==> src/rtl/reg_array.sv <==
// Small register file: DEPTH x DATA_WIDTH entries, synchronous write port and
// combinational read port sharing one address; every entry is cleared by reset.
module reg_array #(
  parameter int unsigned           DATA_WIDTH  = 8,
  parameter int unsigned           ADDR_WIDTH  = 2,
  parameter logic [DATA_WIDTH-1:0] RESET_VALUE = '0
) (
  input  logic                  clk,
  input  logic                  rst_n,
  input  logic                  we,
  input  logic [ADDR_WIDTH-1:0] addr,
  input  logic [DATA_WIDTH-1:0] data_in,
  output logic [DATA_WIDTH-1:0] data_out
);

  localparam int unsigned DEPTH = 2 ** ADDR_WIDTH;

  logic [DATA_WIDTH-1:0] mem [DEPTH];

  always_ff @(posedge clk or negedge rst_n) begin
    if (!rst_n) begin
      for (int unsigned i = 0; i < DEPTH; i++) mem[i] <= RESET_VALUE;
    end else if (we) begin
      mem[addr] <= data_in;
    end
  end

  // Read straight from storage: no forwarding of data_in ahead of the edge.
  assign data_out = mem[addr];

endmodule

==> config.mk <==
export PLATFORM = sky130hd
export DESIGN_NAME = reg_array
export DESIGN_NICKNAME = d
export VERILOG_FILES = /design/src/rtl/reg_array.sv
export SDC_FILE = /design/constraint.sdc
export NUM_CORES = 1
export LEC_CHECK = 0
export CAP_MARGIN = 40
export CORE_MARGIN = 2
export CORE_UTILIZATION = 52
export DETAILED_ROUTE_END_ITERATION = 6
export PLACE_DENSITY = 0.81
export SLEW_MARGIN = 20
export SYNTH_ARGS = -nofsm -noshare
export SYNTH_HDL_FRONTEND = slang
export SYNTH_SLANG_ARGS = --single-unit
==> constraint.sdc <==
create_clock -name clk -period 1.4 [get_ports clk]
set_input_delay 0.28 -clock clk [delete_from_list [all_inputs] [get_ports clk]]
set_output_delay 0.28 -clock clk [all_outputs]
set_load 0.02 [all_outputs]
==> impl_metrics.csv, run 1 <==
group,metric,value,unit
status,status,"finished with violations",
status,violations,"negative setup slack",
worst_setup_path,reg2reg_setup_slack,390,ps
worst_setup_path,crit_type,"flop to output port",
global_route,grt-ovfl-total,0,
final_layout,reg_top3,"mem (32)",
logic_synthesis,syn_inst,78,
sta,slew_violations,0,
power,p_leak,0.823,nW
global_route,grt_pass1_vias,939,
cts,path_clk_slew,90,ps
floorplanning,die_area,3170,um^2
worst_setup_path,worstPathMaxFanout,2,
final_layout,seq_area,801,um^2
cts,cts_root_buf,"clkbuf_4",
logic_synthesis,synth_top_family_by_area,"multiplexers",
floorplanning,die_x,56.3,um
placement,gp_congestion,0.662,
cts,clock_latency,320,ps
floorplanning,start_util,55.9,%
routing,drt_wl_total,2.66,mm
sta,timing.slew.headroom,80.5,%
sta,setup_violations,8,
cts,clock_path_buffers,2,
placement,port_buffers,20,
final_layout,drive_gt1_share,62.2,%
final_layout,syn_to_final_growth,32.7,%
floorplanning,core,2540,um^2
final_layout,antenna_cells,0,
logic_synthesis,ys_warn_count,0,
global_route,antenna_found_initial,0,
worst_setup_path,path_cells,"mux4_2, buf_6",
placement,dpl.cell_count,133,
logic_synthesis,synthSimpleGateAreaFrac,3.61,%
sta,finalClockSkew,0,ps
worst_setup_path,cp_data_required_time,1120,ps
logic_synthesis,yosysTopAreaCellShare,56.3,%
power,clockPowerShare,22.7,%
sta,holdWs,305,ps
logic_synthesis,synth-xor-area-share,0,%
floorplanning,rows,18,
sta,period_minus_slack,1630,ps
worst_setup_path,slowest_stage,"mux4_2",
sta,rsz0062_at_grt,"true",
logic_synthesis,synthesis.area,1420,um^2
logic_synthesis,syn_avg_cell_area,18.2,um^2
floorplanning,pin_count,21,
logic_synthesis,synth_compound_area_share,0,%
sta,finalCritPeriodShare,117,%
logic_synthesis,ys_types,9,
power,pwr-share-seq,49.3,%
sta,final.setup.tns,-1740,ps
cts,cts_sinks,32,
placement,hpwl,1.70,mm
sta,hold_viol,0,
hold_path,hold_class,"input pin to async pin",
final_layout,largest_register_ffs,32,
sta,fmax,612,MHz
power,p_comb_share,28.1,%
worst_setup_path,max_stage_delay,490,ps
global_route,grt_first_pass_wirelength,4.54,mm
routing,first_pass_iters,3,
routing,vias,850,
routing,ant_nets,0,
worst_setup_path,critPathArrivalTime,1350,ps
power,swShare,26.0,%
routing,routed_via_density,5.70,
power,powerDensity,1270,nW/um^2
power,p_switching,0.000623,W
power,intPower,0.00178,W
final_layout,num-fill-cells,173,
worst_setup_path,cp-start-kind,"flop",
final_layout,num-nets-final,131,
logic_synthesis,synth.area.top_cells,"dfrtp_1, mux2_2, mux4_2",
routing,routedWlPerCell,17.8,um
final_layout,layout_common_cells,"mux2_2, dfrtp_1, clkdlybuf4s50_1, buf_4",
worst_setup_path,critPathCaptureType,"output port",
logic_synthesis,synth_mux_area_share,38.8,%
sta,setup_ws,-234,ps
cts,numCtsBuffers,5,
global_route,grt_max_degree,33,
logic_synthesis,syn-num-nets,91,
final_layout,multi_input_area,592,um^2
final_layout,fin_cells,149,
logic_synthesis,ys_seq_area_share,56.3,%
logic_synthesis,synth_fa_ha_area_share,0,%
cts,htree_levels,2,
logic_synthesis,ys_ff_latch,32,
logic_synthesis,synth_top_cell_by_area,"dfrtp_1",
cts,cts_tree,"done",
routing,first_iter_violations,21,
power,power,0.00240,W
routing,route.detailed.drc,0,
placement,pre_cts_slack,-971,ps
final_layout,regMostFlops,"mem",
flow_run,maxCapViolations,0,
global_route,grt_usage,19.7,%
floorplanning,dieHeight,56.3,um
power,ir_drop,1040,uV
sta,worst_pin_slew,291,ps
routing by layer:
layer	track usage, %	vias up	wire, um
met5	0	-	0
met3	5.07	5	99
met4	9.18	0	41
met1	23.6	443	1110
met2	33.3	17	1410
li1	-	385	-
power by group through the flow:
stage	sequential (W)	combinational, W	clock (W)
floorplan	0.00117	0.000361	0
global placement	0.00118	0.000570	0
detailed placement	0.00120	0.000587	0
CTS	0.00118	0.000658	0.000554
global route	0.00120	0.000719	0.000591
finish	0.00118	0.000674	0.000544
area by class of cell:
| class | instances | area share (%) |
|---|---|---|
| Clock buffer | 8 | 3.11 |
| Multi-Input combinational cell | 44 | 31.3 |
| Sequential cell | 32 | 42.4 |
| Tap cell | 30 | 1.99 |
| Timing Repair Buffer | 35 | 21.1 |
synthesized netlist by cell type (all sizes together):
library cell and n:
nand3b 2, buf 2, mux2 32, dfrtp 32, mux4 8, nand3 1
nor3b 1
worst paths after layout:
path / from / to / depth (start not counted)
setup / recovery: mem[0] / data_out[0] / 2
hold / removal: rst_n / mem[18] / 2
setup reg to reg: mem[0] / mem[0] / 3
hold reg to reg: mem[2] / mem[2] / 1
max in group asynchronous: rst_n / mem[6] / 2
min in group clk: mem[2] / mem[2] / 1
logic make-up after synthesis:
| kind of cell | count (synthesis) |
|---|---|
| flops | 32 |
| buf+inv | 2 |
| simple gates | 4 |
| mux | 40 |
stage by stage:
| stage | util, % | instance area, um^2 |
|---|---|---|
| 2_1_floorplan | - | 1420 |
| 3_3_place_gp | 68.0 | 1730 |
| 3_5_place_dp | 68.0 | 1730 |
| 4_1_cts | 73.3 | 1870 |
| 5_1_grt | 74.2 | 1890 |
| 6_report | 74.2 | 1890 |
timing repair:
| action | in CTS | in global routing |
|---|---|---|
| hold buffers | 0 | 0 |
| hold endpoints to repair | 0 | 0 |
| setup endpoints to repair | 14 | 8 |
| gates cloned | 2 | 0 |
| setup buffers | 3 | 3 |
| gates resized for setup | 57 | 0 |
critical path: cells and delay by family (launching register included):
kind / cells / cell delay, ps
buf+inv: 1 / 150
flops: 1 / 400
mux: 1 / 490
Note: power is estimated with default switching activity, not from simulation.
==> run 2, diff against run 1 <==
--- a/config.mk
+++ b/config.mk
@@ -9,6 +9,8 @@
 export CORE_MARGIN = 2
 export CORE_UTILIZATION = 52
 export DETAILED_ROUTE_END_ITERATION = 6
+export GPL_ROUTABILITY_DRIVEN = 1
+export MAX_ROUTING_LAYER = met4
 export PLACE_DENSITY = 0.81
 export SLEW_MARGIN = 20
 export SYNTH_ARGS = -nofsm -noshare
==> impl_metrics.csv, run 2 (synthesis gave the netlist of run 1 again) <==
group,metric,value,unit
sta,timing.slew.headroom,80.6,%
global_route,grt_pass1_vias,937,
flow_run,maxCapViolations,0,
sta,rsz0062_at_grt,"true",
worst_setup_path,endpoint,"data_out[0]",
final_layout,post-route-util,74.2,%
floorplanning,die_area,3170,um^2
final_layout,reg_top3,"mem (32)",
cts,cts_sinks,32,
routing,routed_via_density,5.73,
cts,cts_tree,"done",
status,violations,"negative setup slack",
placement,port_buffers,20,
status,status,"finished with violations",
worst_setup_path,r2r-end,"mem[0]",
sta,finalClockSkew,0,ps
floorplanning,start_util,55.9,%
worst_setup_path,reg2regPathDepth,3,
global_route,grt_max_degree,33,
global_route,grt_usage,20.3,%
power,powerDensity,1270,nW/um^2
floorplanning,core,2540,um^2
cts,path_clk_slew,90,ps
placement,hpwl,1.70,mm
final_layout,num-fill-cells,173,
final_layout,syn_to_final_growth,32.7,%
cts,cts_hold_buf,0,
worst_setup_path,critPathCaptureType,"output port",
sta,setup_ws,-233,ps
worst_setup_path,reg2reg_from,"mem[0]",
sta,setup_violations,8,
worst_setup_path,path_cells,"mux4_2, buf_6",
final_layout,drive_gt1_share,62.2,%
floorplanning,die_x,56.3,um
cts,clock_path_buffers,2,
placement,gp_congestion,0.668,
global_route,grt-ovfl-total,0,
worst_setup_path,critPathArrivalTime,1350,ps
worst_setup_path,worstPathMaxFanout,2,
final_layout,fin_cells,149,
power,clockPowerShare,22.6,%
power,ir_drop,1030,uV
global_route,antenna_found_initial,0,
power,p_switching,0.000620,W
routing,drt_wl_total,2.65,mm
routing,first_pass_iters,2,
worst_setup_path,cp_data_required_time,1120,ps
sta,period_minus_slack,1630,ps
cts,htree_levels,2,
power,p_comb_share,28.1,%
sta,fmax,613,MHz
cts,clock_latency,320,ps
routing,vias,854,
global_route,grt_first_pass_wirelength,4.54,mm
sta,worst_pin_slew,290,ps
sta,slew_violations,0,
final_layout,layout_common_cells,"mux2_2, dfrtp_1, clkdlybuf4s50_1, buf_4",
worst_setup_path,crit_type,"flop to output port",
sta,finalCritPeriodShare,117,%
power,intPower,0.00178,W
cts,numCtsBuffers,5,
sta,hold_viol,0,
floorplanning,pin_count,21,
power,swShare,25.9,%
cts,cts_root_buf,"clkbuf_4",
worst_setup_path,reg2reg_setup_slack,390,ps
placement,dpl.cell_count,133,
power,power,0.00240,W
worst_setup_path,cp-start-kind,"flop",
final_layout,largest_register_ffs,32,
final_layout,num-nets-final,131,
final_layout,regMostFlops,"mem",
routing,route.detailed.drc,0,
floorplanning,rows,18,
worst_setup_path,slowest_stage,"mux4_2",
routing,ant_nets,0,
final_layout,antenna_cells,0,
placement,pre_cts_slack,-971,ps
routing,routedWlPerCell,17.8,um
floorplanning,dieHeight,56.3,um
worst_setup_path,startpoint,"mem[0]",
hold_path,hold_class,"input pin to async pin",
routing,first_iter_violations,20,
power,pwr-share-seq,49.3,%
power,p_leak,0.823,nW
worst_setup_path,max_stage_delay,490,ps
run 2: cell counts in the layout (fill, tap and decap cells not counted):
No cell type changed its count.
run 2: repair_timing:
item | CTS | global route
buffers inserted | 3 | 3
endpoints found under the hold margin | 0 | 0
setup endpoints to repair | 14 | 8
pin swaps | 0 | 0
cloned | 2 | 0
resized for setup | 57 | 0
run 2: how the worst min path moves through the flow:
| stage | startpoint | slack [ps] | to | cells past startpoint |
|---|---|---|---|---|
| 2_1_floorplan | rst_n | -20 | mem[0] | 0 |
| 3_3_place_gp | mem[15] | 480 | mem[15] | 1 |
| 3_5_place_dp | mem[23] | 490 | mem[23] | 1 |
| 4_1_cts | rst_n | 310 | mem[29] | 2 |
| 5_1_grt | rst_n | 330 | mem[21] | 2 |
| 6_report | rst_n | 310 | mem[21] | 2 |
run 2: layout make-up:
type / instances / area, um^2 / share of cell area (%)
clock buffer: 8 / 58.8 / 3.11
multi-input combinational: 44 / 592 / 31.3
sequential: 32 / 801 / 42.4
tap: 30 / 37.5 / 1.99
timing repair buffer: 35 / 399 / 21.1
run 2: worst max-delay path: cells and delay by family (launching register included):
| family | cells | cell delay [ps] |
|---|---|---|
| muxes | 1 | 490 |
| DFF | 1 | 400 |
| buffers and inverters | 1 | 150 |
run 2: metrics by stage:
| step | cell area [um^2] | TNS [ps] | hold WS, ps |
|---|---|---|---|
| after floorplan | 1420 | 0 | -15.6 |
| after global routing | 1890 | -2060 | 330 |
| after global placement | 1730 | -16920 | 480 |
| final | 1890 | -1730 | 307 |
| after CTS | 1870 | -1830 | 309 |
| after detailed placement | 1730 | -17660 | 486 |
run 2: routing by layer:
| metal | GRT usage [%] | vias to the layer above | wire, um |
|---|---|---|---|
| met3 | 5.07 | 5 | 98 |
| met4 | 9.18 | 0 | 38 |
| met2 | 33.3 | 17 | 1410 |
| met5 | - | - | 0 |
| met1 | 23.6 | 448 | 1110 |
| li1 | - | 384 | - |
run 2: power by group through the flow:
stage                     Sequential, W  Combinational, W  Clock (W)
after floorplan                 0.00117          0.000361          0
after global placement          0.00118          0.000570          0
after detailed placement        0.00120          0.000587          0
after CTS                       0.00118          0.000658   0.000554
after global routing            0.00120          0.000719   0.000591
final                           0.00118          0.000674   0.000541
